$ cat src/rtl/ram_fifo_ctrl.sv
// ram_fifo_ctrl: FIFO controller in front of a single-port RAM.
// Turns push/pop handshakes into single-cycle RAM strobes, keeps circular
// write/read pointers with an occupancy count, and returns popped bytes with
// a one-cycle valid pulse. Every operation passes through IDLE, so the RAM
// sees at most one access every two cycles.
module ram_fifo_ctrl #(
  parameter int ADDR_W = 10,
  parameter int DATA_W = 8
) (
  input  logic              i_clk,
  input  logic              i_rst_n,
  input  logic              i_clr,
  input  logic              i_push_valid,
  input  logic [DATA_W-1:0] i_push_data,
  output logic              o_push_ready,
  input  logic              i_pop_valid,
  output logic              o_pop_ready,
  output logic              o_rd_valid,
  output logic [DATA_W-1:0] o_rd_data,
  output logic [ADDR_W:0]   o_count,
  output logic              o_full,
  output logic              o_empty,
  output logic              o_ram_wr,
  output logic              o_ram_rd,
  output logic [ADDR_W-1:0] o_ram_addr,
  output logic [DATA_W-1:0] o_ram_data_in,
  input  logic [DATA_W-1:0] i_ram_data_out
);

  typedef enum logic [1:0] {
    S_IDLE = 2'd0,
    S_WR   = 2'd1,
    S_RD   = 2'd2
  } state_t;

  // Occupancy value meaning "every RAM entry holds unread data".
  localparam logic [ADDR_W:0] FULL_CNT = {1'b1, {ADDR_W{1'b0}}};

  state_t              r_state;
  state_t              w_state_next;
  logic [ADDR_W-1:0]   r_wptr;
  logic [ADDR_W-1:0]   r_rptr;
  logic [ADDR_W:0]     r_count;
  logic                r_last_wr;      // last accepted op was a push
  logic                r_ram_wr;
  logic                r_ram_rd;
  logic [ADDR_W-1:0]   r_ram_addr;
  logic [DATA_W-1:0]   r_ram_data_in;
  logic                r_rd_valid;
  logic [DATA_W-1:0]   r_rd_data;

  logic                w_full;
  logic                w_empty;
  logic                w_idle;
  logic                w_can_push;
  logic                w_can_pop;
  logic                w_tie;
  logic                w_push_ready;
  logic                w_pop_ready;
  logic                w_push_fire;
  logic                w_pop_fire;

  assign w_full  = (r_count == FULL_CNT);
  assign w_empty = (r_count == '0);

  // State register; reset parks the controller in IDLE.
  always_ff @(posedge i_clk or negedge i_rst_n) begin
    if (!i_rst_n) begin
      r_state <= S_IDLE;
    end else begin
      r_state <= w_state_next;
    end
  end

  // Handshake arbitration and next-state: WR/RD always fall back to IDLE.
  always_comb begin
    w_state_next = r_state;
    w_idle       = (r_state == S_IDLE);
    w_can_push   = w_idle & ~w_full  & ~i_clr;
    w_can_pop    = w_idle & ~w_empty & ~i_clr;
    // On a tie the side that did not go last wins; the loser sees ready=0.
    w_tie        = i_push_valid & i_pop_valid & w_can_push & w_can_pop;
    w_push_ready = w_can_push & ~(w_tie &  r_last_wr);
    w_pop_ready  = w_can_pop  & ~(w_tie & ~r_last_wr);
    w_push_fire  = i_push_valid & w_push_ready;
    w_pop_fire   = i_pop_valid  & w_pop_ready;
    case (r_state)
      S_IDLE: begin
        if (w_push_fire) begin
          w_state_next = S_WR;
        end else if (w_pop_fire) begin
          w_state_next = S_RD;
        end
      end
      S_WR:    w_state_next = S_IDLE;
      S_RD:    w_state_next = S_IDLE;
      default: w_state_next = S_IDLE;
    endcase
    if (i_clr) begin
      w_state_next = S_IDLE;
    end
  end

  // RAM strobes are registered at accept time so address/data are stable for the whole strobe cycle.
  always_ff @(posedge i_clk or negedge i_rst_n) begin
    if (!i_rst_n) begin
      r_ram_wr      <= 1'b0;
      r_ram_rd      <= 1'b0;
      r_ram_addr    <= '0;
      r_ram_data_in <= '0;
      r_last_wr     <= 1'b0;
    end else begin
      r_ram_wr <= w_push_fire;
      r_ram_rd <= w_pop_fire;
      if (w_push_fire) begin
        r_ram_addr    <= r_wptr;
        r_ram_data_in <= i_push_data;
      end else if (w_pop_fire) begin
        r_ram_addr    <= r_rptr;
      end
      if (w_push_fire | w_pop_fire) begin
        r_last_wr <= w_push_fire;
      end
    end
  end

  // Pointer/count bookkeeping happens as the strobe cycle ends; a flush discards the in-flight op.
  always_ff @(posedge i_clk or negedge i_rst_n) begin
    if (!i_rst_n) begin
      r_wptr     <= '0;
      r_rptr     <= '0;
      r_count    <= '0;
      r_rd_valid <= 1'b0;
      r_rd_data  <= '0;
    end else begin
      r_rd_valid <= 1'b0;
      if (i_clr) begin
        r_wptr  <= '0;
        r_rptr  <= '0;
        r_count <= '0;
      end else if (r_state == S_WR) begin
        r_wptr  <= r_wptr + 1'b1;
        r_count <= r_count + 1'b1;
      end else if (r_state == S_RD) begin
        r_rptr     <= r_rptr + 1'b1;
        r_count    <= r_count - 1'b1;
        r_rd_data  <= i_ram_data_out;
        r_rd_valid <= 1'b1;
      end
    end
  end

  assign o_push_ready  = w_push_ready;
  assign o_pop_ready   = w_pop_ready;
  assign o_rd_valid    = r_rd_valid;
  assign o_rd_data     = r_rd_data;
  assign o_count       = r_count;
  assign o_full        = w_full;
  assign o_empty       = w_empty;
  assign o_ram_wr      = r_ram_wr;
  assign o_ram_rd      = r_ram_rd;
  assign o_ram_addr    = r_ram_addr;
  assign o_ram_data_in = r_ram_data_in;

endmodule

$ cat config.mk
export PLATFORM = sky130hd
export DESIGN_NAME = ram_fifo_ctrl
export DESIGN_NICKNAME = d
export VERILOG_FILES = /design/src/rtl/ram_fifo_ctrl.sv
export SDC_FILE = /design/constraint.sdc
export NUM_CORES = 1
export LEC_CHECK = 0
export ABC_AREA = 1
export CAP_MARGIN = 40
export CORE_MARGIN = 8
export CORE_UTILIZATION = 35
export DETAILED_ROUTE_END_ITERATION = 8
export GPL_TIMING_DRIVEN = 0
export PLACE_DENSITY = 0.6
export SYNTH_ARGS = -nofsm -noshare
export SYNTH_HDL_FRONTEND = slang
export SYNTH_SLANG_ARGS = --single-unit
$ cat constraint.sdc
create_clock -name i_clk -period 4.9 [get_ports i_clk]
set_input_delay 0.49 -clock i_clk [delete_from_list [all_inputs] [get_ports i_clk]]
set_output_delay 0.49 -clock i_clk [all_outputs]
set_load 0.01 [all_outputs]
==> out/qor.json, run 1 <==
{
  "floorplan.initialDensity_pct": 35.5,
  "first_iteration_detailed_routing_drc_count": 186,
  "met3_wirelength_um": 604,
  "worst_r2r_path_depth": 10,
  "die_w_um": 115,
  "floorplan.core_area_mm2": 0.00959,
  "r2r_end": "o_count[8]$_DFFE_PN0P_",
  "period_share_pct": 59.2,
  "cts_sink_cnt": 63,
  "dp_hpwl_mm": 6.33,
  "vias": 3076,
  "num_io_pins": 65,
  "crit_path_cell_trace": "clkdlybuf4s50_1 > nor2_1 > nand2_1 > a21oi_2 > buf_2 > nand2_1 > inv_1 > clkdlybuf4s50_1",
  "utilization_pct": 46.0,
  "first_pass_iters": 4,
  "critical_path.reg2reg.startpoint": "r_state[1]$_DFFE_PN0P_",
  "timing_max_transition_violations_final": 0,
  "numPortBuffers": 64,
  "cts_buffers": 9,
  "r2r_slack_ns": 2.75,
  "synth_compound_area_share_pct": 8.53,
  "syn-mean-instance-area_um2": 7.70,
  "drt-wirelength-per-cell_um": 13.3,
  "ctsRootBufferMaster": "sky130_fd_sc_hd__clkbuf_8",
  "worst_ir_drop_on_vdd_mv": 0.269,
  "die_area_mm2": 0.0131,
  "cp-end-kind": "primary output",
  "synth_fa_ha_area_share_pct": 4.63,
  "finalWirelength_mm": 8.72,
  "synth-seq-area-share_pct": 46.3,
  "die_h_um": 115,
  "gpl.final_weighted_congestion": 0.865,
  "placement_rows": 36,
  "timing.max_cap.violations": 0,
  "finalNonFillerCells": 655,
  "postCtsSetupRepairBufs": 0,
  "netlist_instances": 442,
  "worst_slew_pin_slew_ns": 0.825,
  "path_type_of_the_worst_setup_path": "input pin to primary output",
  "mapped_area_mm2": 0.00340,
  "overflow": 0,
  "synth_mux_area_share_pct": 0,
  "antenna_cells_inserted": 0,
  "cts_hold_buf": 0,
  "wl_met1_mm": 3.97,
  "final_layout_size_suffix_gt1_share_pct": 8.05,
  "setup-tns-final_ns": 0,
  "hold_path.class": "input pin to asynchronous set/reset pin",
  "area.growth.synth_to_final_pct": 29.7,
  "synth-simple-area-share_pct": 31.5,
  "hold_viol_final": 0,
  "relSlewSlack_pct": 45.0,
  "drc": 0,
  "synth_xor_xnor_area_share_pct": 0.515,
  "grt_first_pass_wirelength_mm": 15.0,
  "leakagePower_nw": 2.18,
  "ys_seq_elements": 63,
  "cp_slowest_cell": "sky130_fd_sc_hd__clkdlybuf4s50_1",
  "layout_min_cycle_time_ns": 2.90,
  "worst_ep_required_time_ns": 4.41,
  "grt_antenna_before_repair": 0,
  "met2_wirelength_mm": 4.02,
  "clock_latency_of_the_later_clocked_register_in_the_worst_skew_pair_ns": 0.35,
  "tritoncts_clock_tree": "done",
  "dpl.cell_count": 639,
  "synth_nets": 475,
  "max_clock_freq_ghz": 0.345,
  "grt_max_degree": 64,
  "synth.distinct_cells": 32,
  "top_signal_layer_used": "met4",
  "totalPowerFinal_mw": 2.43,
  "unrepaired_setup_endpoints_after_global_routing": "false",
  "route.antenna.remaining_nets": 0,
  "timing.clock.skew_ns": 0.00876,
  "worstPathArrival_ns": 2.41,
  "clk_pin_slew_worst_paths_ns": 0.08,
  "timing.final.setup_violations": 0,
  "cts-root-to-sink-buffers": 2,
  "gr-usage-all-layers_pct": 14.4,
  "timing.critical_path.slowest_cell_delay_ns": 0.53,
  "first_global_vias": 3094,
  "ctsHtreeMaxLevel": 3,
  "cp-start-kind": "input pin",
  "cts-resized-gates": 0,
  "power.density_cell_area_mw_per_mm2": 551,
  "run_status": "completed",
  "path_delay_family": "buffers and inverters",
  "final_nets": 550,
  "crit_path_max_fanout": 10,
  "viasPerCell": 4.70,
  "synth_top_family_by_area": "simple AND/OR/NAND/NOR gates",
  "worst-path-buf-inv": 4,
  "synthesis.yosys.warnings": 0
}
==> kinds of logic (layout without fill, tap and decap cells) <==
family	count (synthesis)	after routing
simple gates	241	241
buf+inv	70	150
flops	63	63
compound gates	54	54
fa+ha+maj	12	12
xor+xnor	2	2
==> per-layer routing <==
layer  track usage [%]  vias up
met5                 0        -
met4              5.59        0
met3              5.70       10
met2              22.4       57
met1              17.5     1434
li1                  -     1575
==> worst max-delay path by stage <==
stage	from	to	slack, ns	depth (start not counted)
floorplan	r_state[1]$_DFFE_PN0P_	o_count[8]$_DFFE_PN0P_	3.14	10
global placement	i_rst_n	o_ram_data_in[6]$_DFFE_PN0P_	1.11	1
detailed placement	i_clr	o_pop_ready	2.00	8
CTS	i_clr	o_pop_ready	2.00	8
global route	i_clr	o_pop_ready	1.89	8
finish	i_clr	o_pop_ready	2.00	8
==> sequential cells by signal, summed over array words and instances (netlist names) <==
signal	cells
o_rd_valid	1
r_state	2
o_rd_data	8
r_last_wr	1
o_ram_data_in	8
o_count	11
o_ram_wr	1
r_rptr	10
o_ram_rd	1
r_wptr	10
o_ram_addr	10
==> where the power goes <==
part           total, mW  internal [mW]  switching, mW
Combinational       1.23          0.518          0.707
Clock              0.473          0.250          0.223
Sequential         0.735          0.642         0.0932
==> layout make-up <==
cell class                      count  area (um2)
Fill cell                         975        5180
Sequential cell                    63        1580
Multi-Input combinational cell    309        1540
Timing Repair Buffer               64         638
Inverter                           59         221
Tap cell                          133         166
Clock buffer                       10         138
Clock inverter                      6        68.8
Buffer                             11        67.6
==> layout by cell type (no fill, tap or decap), types with 2 or more instances in the layout <==
master,n
sky130_fd_sc_hd__nand2_1,138
sky130_fd_sc_hd__buf_1,2
sky130_fd_sc_hd__nor2_1,34
sky130_fd_sc_hd__a22o_1,2
sky130_fd_sc_hd__ha_1,11
sky130_fd_sc_hd__buf_6,2
sky130_fd_sc_hd__nand2_2,5
sky130_fd_sc_hd__nand3_2,2
sky130_fd_sc_hd__inv_1,57
sky130_fd_sc_hd__nor2_2,3
sky130_fd_sc_hd__o21ai_1,2
sky130_fd_sc_hd__nor2_4,3
sky130_fd_sc_hd__buf_2,3
sky130_fd_sc_hd__clkbuf_1,2
sky130_fd_sc_hd__clkdlybuf4s50_1,63
sky130_fd_sc_hd__buf_4,3
sky130_fd_sc_hd__clkbuf_8,10
sky130_fd_sc_hd__nor3_1,2
sky130_fd_sc_hd__a21oi_2,2
sky130_fd_sc_hd__nand3_1,26
sky130_fd_sc_hd__o21ai_0,25
sky130_fd_sc_hd__dfrtp_1,63
sky130_fd_sc_hd__clkinvlp_4,4
sky130_fd_sc_hd__a21oi_1,20
sky130_fd_sc_hd__xor2_1,2
sky130_fd_sc_hd__nand4_1,25
==> Yosys cell counts (all sizes together) <==
library cell	count	area share (%)
nand3	28	4.4
nand4	25	4.6
clkinv	1	0.11
inv	58	6.4
a21oi	22	3.5
a31oi	1	0.18
nor2	40	5.3
nor3	3	0.59
a22o	2	0.51
ha	11	4.0
o21bai	1	0.22
buf	9	1.8
fa	1	0.59
nand2	143	16
o22ai	1	0.18
xor2	2	0.51
clkbuf	2	0.22
dfrtp	63	46
nor3b	1	0.22
or2	1	0.26
o21ai	27	4.0
==> through the flow <==
step | hold WS (ns) | instance area, um2 | setup slack, ns
2_1_floorplan | 0.194 | 3400 | 3.14
3_3_place_gp | 0.461 | 4210 | 1.11
3_5_place_dp | 0.465 | 4210 | 2.00
4_1_cts | 0.272 | 4410 | 2.00
5_1_grt | 0.308 | 4410 | 1.89
6_report | 0.232 | 4410 | 2.00
==> worst register-to-register path, cell delays in order (launching register included) <==
cell and delay [ns]:
sky130_fd_sc_hd__dfrtp_1 0.38, sky130_fd_sc_hd__inv_1 0.07, sky130_fd_sc_hd__nand2_2 0.29, sky130_fd_sc_hd__inv_1 0.18, sky130_fd_sc_hd__fa_1 0.42, sky130_fd_sc_hd__inv_1 0.13, sky130_fd_sc_hd__nand3_1 0.08, sky130_fd_sc_hd__nand2_1 0.13
sky130_fd_sc_hd__nand2_1 0.09, sky130_fd_sc_hd__a21oi_1 0.15, sky130_fd_sc_hd__o21ai_0 0.10
Power figures use the tool's default switching activity.
==> run 2: changes to the inputs <==
- PLACE_DENSITY: 0.6 -> 0.62
- clock period: 4.9 -> 2.5 ns (I/O delays scaled with it)
==> run 2 against run 1 <==
  * Critical path depth is 2 higher
  * Largest cell class unchanged
  * Setup slack lost 1.6 ns
  * Clock skew rose by 0.0036 ns
  * Critical path type is now flip-flop to flip-flop
  * Global-route usage decreased by 0.29 points
  * Sequential power increased by 96%
  * Final cell count is 0.76% higher
  * Critical endpoint is now o_count[8]$_DFFE_PN0P_
==> out/qor.json, run 2 (same netlist as run 1, synthesis figures left out) <==
{
  "largest_register_ff_count": 11,
  "critical_path.most_common_cell": "sky130_fd_sc_hd__inv_1",
  "antenna_cells_inserted": 0,
  "cts_sink_cnt": 63,
  "num_io_pins": 65,
  "gr-usage-all-layers_pct": 14.1,
  "die_area_mm2": 0.0131,
  "final-seq-area_mm2": 0.00158,
  "worstPathArrival_ns": 2.33,
  "worst_ir_drop_on_vdd_mv": 0.658,
  "worst_slew_pin_slew_ns": 0.487,
  "period_share_pct": 84.5,
  "first_global_vias": 3038,
  "gpl.final_weighted_congestion": 0.893,
  "finalWirelength_mm": 8.51,
  "layout.cells.most_common_list": "sky130_fd_sc_hd__nand2_1 (137), sky130_fd_sc_hd__dfrtp_1 (62), sky130_fd_sc_hd__clkdlybuf4s50_1 (61), sky130_fd_sc_hd__inv_1 (57), sky130_fd_sc_hd__nor2_1 (32)",
  "path_delay_family": "simple AND/OR/NAND/NOR gates",
  "share_clk_of_total_power_pct": 19.2,
  "totalPowerFinal_mw": 4.81,
  "timing.clock.skew_ns": 0.0123,
  "first_iteration_detailed_routing_drc_count": 131,
  "setup_slack_ns": 0.387,
  "timing.final.setup_violations": 0,
  "utilization_pct": 46.9,
  "path_type_of_the_worst_setup_path": "flip-flop to flip-flop",
  "p_seq_share_pct": 29.9,
  "floorplan.core_area_mm2": 0.00959,
  "ctsHtreeMaxLevel": 3,
  "grt_max_degree": 64,
  "final_nets": 555,
  "crit_path_cell_trace": "inv_1 > nand2_2 > inv_1 > fa_1 > inv_1 > nand3_1 > nand2_1 > nand2_1 > a21oi_1 > o21ai_0",
  "timing.critical_path.slowest_cell_delay_ns": 0.43,
  "cp-end-kind": "flip-flop",
  "final_layout_size_suffix_gt1_share_pct": 9.49,
  "power.density_cell_area_mw_per_mm2": 1070,
  "clk_pin_slew_worst_paths_ns": 0.08,
  "hold_path.class": "input pin to flip-flop",
  "net-switching-power_mw": 2.01,
  "layout_min_cycle_time_ns": 2.11,
  "power.share.combinational_pct": 50.9,
  "floorplan.initialDensity_pct": 35.5,
  "grt_first_pass_wirelength_mm": 14.8,
  "vias": 3025,
  "viasPerCell": 4.58,
  "cts_buffers": 9,
  "worst-path-buf-inv": 3,
  "run_status": "completed",
  "die_w_um": 115,
  "filler_cell_count": 967,
  "cp_slowest_cell": "sky130_fd_sc_hd__fa_1",
  "numPortBuffers": 64,
  "drc": 0,
  "cts-root-to-sink-buffers": 2,
  "max_clock_freq_ghz": 0.473,
  "timing.max_cap.violations": 0,
  "finalNonFillerCells": 660,
  "timing_max_transition_violations_final": 0,
  "setup-tns-final_ns": 0,
  "placement_rows": 36,
  "clock_latency_of_the_later_clocked_register_in_the_worst_skew_pair_ns": 0.34,
  "ctsRootBufferMaster": "sky130_fd_sc_hd__clkbuf_8",
  "crit_path_max_fanout": 15,
  "multi_input_area_mm2": 0.00155,
  "cp-start-kind": "flip-flop",
  "relSlewSlack_pct": 67.5,
  "drt-wirelength-per-cell_um": 12.9,
  "tritoncts_clock_tree": "done",
  "leakagePower_nw": 2.24,
  "grt_antenna_before_repair": 0,
  "die_h_um": 115,
  "route.antenna.remaining_nets": 0,
  "p_int_mw": 2.81,
  "hold_viol_final": 0,
  "worst_ep_required_time_ns": 2.72,
  "area.growth.synth_to_final_pct": 32.2,
  "overflow": 0,
  "first_pass_iters": 4,
  "unrepaired_setup_endpoints_after_global_routing": "false",
  "dpl.cell_count": 640,
  "switching_share_pct": 41.7,
  "placement.setup.worst_slack_ns": 0.0980,
  "dp_hpwl_mm": 6.19,
  "final_common_cell": "sky130_fd_sc_hd__nand2_1"
}
==> run 2: changes by cell type in the layout (fill, tap and decap cells not counted), moves of 2 or more <==
cell | previous run | this run
sky130_fd_sc_hd__nor2_1 | 34 | 32
sky130_fd_sc_hd__clkinv_4 | 0 | 2
sky130_fd_sc_hd__buf_6 | 2 | 4
sky130_fd_sc_hd__nor2_2 | 3 | 5
sky130_fd_sc_hd__dlymetal6s2s_1 | 0 | 2
sky130_fd_sc_hd__clkdlybuf4s50_1 | 63 | 61
==> run 2: what timing repair did <==
item,4_1_cts,5_1_grt
endpoints found under the setup margin,0,2
buffers inserted,0,3
resized for setup,0,9
hold buffers,1,0
hold endpoints to repair,63,0
==> run 2: power by group through the flow <==
stage	sequential [mW]	clock, mW	combinational, mW
3_5_place_dp	1.46	0	2.39
2_1_floorplan	1.54	0	1.39
4_1_cts	1.44	0.950	2.41
3_3_place_gp	1.45	0	2.37
5_1_grt	1.48	0.985	2.77
6_report	1.44	0.925	2.45
==> run 2: tightest hold or removal path: stages <==
cell                              delay [ns]
sky130_fd_sc_hd__clkdlybuf4s50_1        0.39
sky130_fd_sc_hd__nand2_1                0.06
sky130_fd_sc_hd__nand2_1                0.04
==> run 2: layer usage <==
| layer | up-vias | wire length [um] | GRT usage (%) |
|---|---|---|---|
| li1 | 1587 | - | - |
| met1 | 1374 | 3980 | 18.0 |
| met2 | 56 | 3930 | 21.9 |
| met3 | 8 | 488 | 4.32 |
| met4 | 0 | 109 | 5.41 |
| met5 | - | 0 | 0 |
==> run 2: area by class of cell <==
type | count | area share, %
tap | 133 | 3.70
inverter | 59 | 4.92
multi-input combinational | 309 | 34.3
clock inverter | 6 | 1.56
buffer | 11 | 1.72
clock buffer | 10 | 3.06
sequential | 63 | 35.1
timing repair buffer | 69 | 15.6
==> run 2: metrics by stage <==
stage               hold WS, ns  cell area (um2)
floorplan               -0.0456             3400
global placement          0.461             4210
detailed placement        0.288             4240
CTS                       0.426             4450
global route              0.444             4500
finish                    0.441             4500
==> run 2: path summary, 6_finish.rpt <==
| check | startpoint | end | slack, ns | cells past startpoint |
|---|---|---|---|---|
| worst min-delay path | i_push_data[3] | o_ram_data_in[3]$_DFFE_PN0P_ | 0.44 | 3 |
| worst max-delay path | r_state[1]$_DFFE_PN0P_ | o_count[8]$_DFFE_PN0P_ | 0.39 | 10 |
| min in group asynchronous | i_rst_n | r_wptr[2]$_DFFE_PN0N_ | 0.46 | 3 |
| max in group asynchronous | i_rst_n | o_count[0]$_DFFE_PN0P_ | 1.73 | 3 |
| worst min register to register | o_ram_data_in[0]$_DFFE_PN0P_ | o_ram_data_in[0]$_DFFE_PN0P_ | 0.48 | 2 |
| worst max register to register | r_state[1]$_DFFE_PN0P_ | o_count[8]$_DFFE_PN0P_ | 0.39 | 10 |
==> run 3: changes to the inputs <==
- clock period: 2.5 -> 1.93 ns (I/O delays scaled with it)
==> run 3 against run 2 <==
  * First-iteration DRC count is 24% higher
  * Routed wire length rose by 5.8%
  * Sequential power is 28% higher
  * Final area up 3.6%
  * Count of clock-buffer cells in the layout unchanged
  * Critical endpoint is now o_push_ready
  * Largest cell class is now multi-input combinational cells
==> out/qor.json, run 3 (same netlist as run 1, synthesis figures left out) <==
{
  "run_status": "completed",
  "timing_max_transition_violations_final": 0,
  "crit_path_max_fanout": 10,
  "overflow": 0,
  "grt_first_pass_wirelength_mm": 15.1,
  "cts_buffers": 9,
  "largest_register_ff_count": 11,
  "worst_slew_pin_slew_ns": 0.503,
  "critical_path.reg2reg.startpoint": "r_state[1]$_DFFE_PN0P_",
  "vias": 3126,
  "floorplan.initialDensity_pct": 35.5,
  "first_global_vias": 3094,
  "placement_rows": 36,
  "path_type_of_the_worst_setup_path": "flip-flop to primary output",
  "p_seq_share_pct": 27.7,
  "floorplan.core_area_mm2": 0.00959,
  "r2r_end": "o_count[7]$_DFFE_PN0P_",
  "hold_viol_final": 0,
  "worst_r2r_path_depth": 9,
  "leakagePower_nw": 2.31,
  "first_iteration_detailed_routing_drc_count": 162,
  "final_common_cell": "sky130_fd_sc_hd__nand2_1",
  "ctsHtreeMaxLevel": 3,
  "period_share_pct": 98.0,
  "power.share.combinational_pct": 54.2,
  "area.growth.synth_to_final_pct": 37.0,
  "drt-wirelength-per-cell_um": 13.3,
  "drc": 0,
  "worstPathArrival_ns": 1.70,
  "cts_sink_cnt": 63,
  "final_nets": 572,
  "clock_latency_of_the_later_clocked_register_in_the_worst_skew_pair_ns": 0.34,
  "r2r_slack_ns": 0.12,
  "holdPathEnd": "r_wptr[6]$_DFFE_PN0N_",
  "num_io_pins": 65,
  "hold_path.class": "input pin to flip-flop",
  "die_h_um": 115,
  "relSlewSlack_pct": 66.5,
  "timing.critical_path.slowest_cell_delay_ns": 0.41,
  "path_delay_family": "simple AND/OR/NAND/NOR gates",
  "cp_slowest_cell": "sky130_fd_sc_hd__dfrtp_1",
  "clk_pin_slew_worst_paths_ns": 0.08,
  "layout.cells.most_common_list": "sky130_fd_sc_hd__nand2_1 (135), sky130_fd_sc_hd__dfrtp_1 (61), sky130_fd_sc_hd__clkdlybuf4s50_1 (58), sky130_fd_sc_hd__inv_1 (55), sky130_fd_sc_hd__nor2_1 (31)",
  "viasPerCell": 4.62,
  "cts-root-to-sink-buffers": 2,
  "worst_ep_required_time_ns": 1.74,
  "unrepaired_setup_endpoints_after_global_routing": "true",
  "final_area_mm2": 0.00466,
  "grt_max_degree": 64,
  "timing.max_cap.violations": 0,
  "power.density_cell_area_mw_per_mm2": 1420,
  "gpl.final_weighted_congestion": 0.893,
  "timing.final.setup_violations": 0,
  "share_clk_of_total_power_pct": 18.1,
  "first_pass_iters": 4,
  "layout_min_cycle_time_ns": 1.89,
  "die_area_mm2": 0.0131,
  "grt_antenna_before_repair": 0,
  "hold_depth": 2,
  "die_w_um": 115,
  "antenna_cells_inserted": 0,
  "net-switching-power_mw": 2.77,
  "dp_hpwl_mm": 6.19,
  "filler_cell_count": 955,
  "worst-path-buf-inv": 4,
  "cp-start-kind": "flip-flop",
  "finalWirelength_mm": 9.00,
  "postPlaceCellArea_mm2": 0.00424,
  "route.antenna.remaining_nets": 0,
  "final_layout_size_suffix_gt1_share_pct": 14.3,
  "whs_ns": 0.329,
  "gr-usage-all-layers_pct": 14.4,
  "crit_path_cell_trace": "nor2_2 > nand2_2 > nor2_4 > buf_4 > a21oi_2 > buf_6 > nand2_1 > inv_1 > clkbuf_2",
  "worstHoldStart": "i_clr",
  "p_int_mw": 3.86,
  "tritoncts_clock_tree": "done",
  "timing.clock.skew_ns": 0.0116,
  "max_clock_freq_ghz": 0.528,
  "switching_share_pct": 41.7,
  "numPortBuffers": 64,
  "ctsRootBufferMaster": "sky130_fd_sc_hd__clkbuf_8",
  "worst_ir_drop_on_vdd_mv": 0.849,
  "cp-end-kind": "primary output"
}
[run 3: what timing repair did]
action                                  in CTS  in global routing
gates cloned                                 0                  1
endpoints found under the hold margin       63                  0
gates resized for setup                     19                 17
endpoints found under the setup margin       9                  8
setup buffers                               13                  7
pin swaps                                    3                  4
hold buffers                                 1                  0
[run 3: stage by stage]
step                      worst slack [ns]  std cells  TNS (ns)  total power, mW  util [%]
final                               0.0377        677         0             6.63      48.6
after detailed placement            -0.358        640    -0.963             4.98      44.1
after global routing               -0.0711        677   -0.0862             7.15      48.6
after CTS                          -0.0809        670   -0.0882             6.42      47.7
after global placement               -1.60        639   -101.64             4.95      43.9
after floorplan                      0.172        442         0             3.78         -
[run 3: layout make-up]
| cell class | instances | area, um2 | area share, % |
|---|---|---|---|
| repair buffers | 86 | 815 | 17.5 |
| inverters | 59 | 221 | 4.75 |
| multi-input cells | 310 | 1600 | 34.2 |
| plain buffers | 10 | 76.3 | 1.64 |
| flip-flops and latches | 63 | 1580 | 33.9 |
| well taps | 133 | 166 | 3.57 |
| clock inverters | 6 | 70.1 | 1.50 |
| clock buffers | 10 | 138 | 2.95 |
[run 3: metal layers]
layer | routed length, um | vias up | track usage (%) | share of wire, %
met4 | 106 | 0 | 5.41 | 1.2
met1 | 4230 | 1434 | 18.1 | 47
met2 | 4190 | 61 | 22.5 | 47
li1 | - | 1623 | - | -
met5 | 0 | - | 0 | 0
met3 | 472 | 8 | 4.32 | 5.2
[run 3: worst max-delay path by stage]
| stage | startpoint | endpoint | slack, ns | cells after the start |
|---|---|---|---|---|
| finish | o_count[6]$_DFFE_PN0P_ | o_push_ready | 0.04 | 9 |
| floorplan | r_state[1]$_DFFE_PN0P_ | o_count[8]$_DFFE_PN0P_ | 0.17 | 10 |
| global route | o_count[6]$_DFFE_PN0P_ | o_push_ready | -0.07 | 9 |
| global placement | i_rst_n | o_ram_data_in[0]$_DFFE_PN0P_ | -1.60 | 1 |
| CTS | o_count[6]$_DFFE_PN0P_ | o_push_ready | -0.08 | 9 |
| detailed placement | i_clr | o_pop_ready | -0.36 | 8 |
[run 3: power by group through the flow]
stage,Sequential [mW],Combinational [mW],Clock (mW)
after floorplan,1.99,1.79,0
after global placement,1.88,3.07,0
after detailed placement,1.89,3.09,0
after CTS,1.83,3.36,1.23
after global routing,1.88,4.00,1.28
final,1.84,3.59,1.20
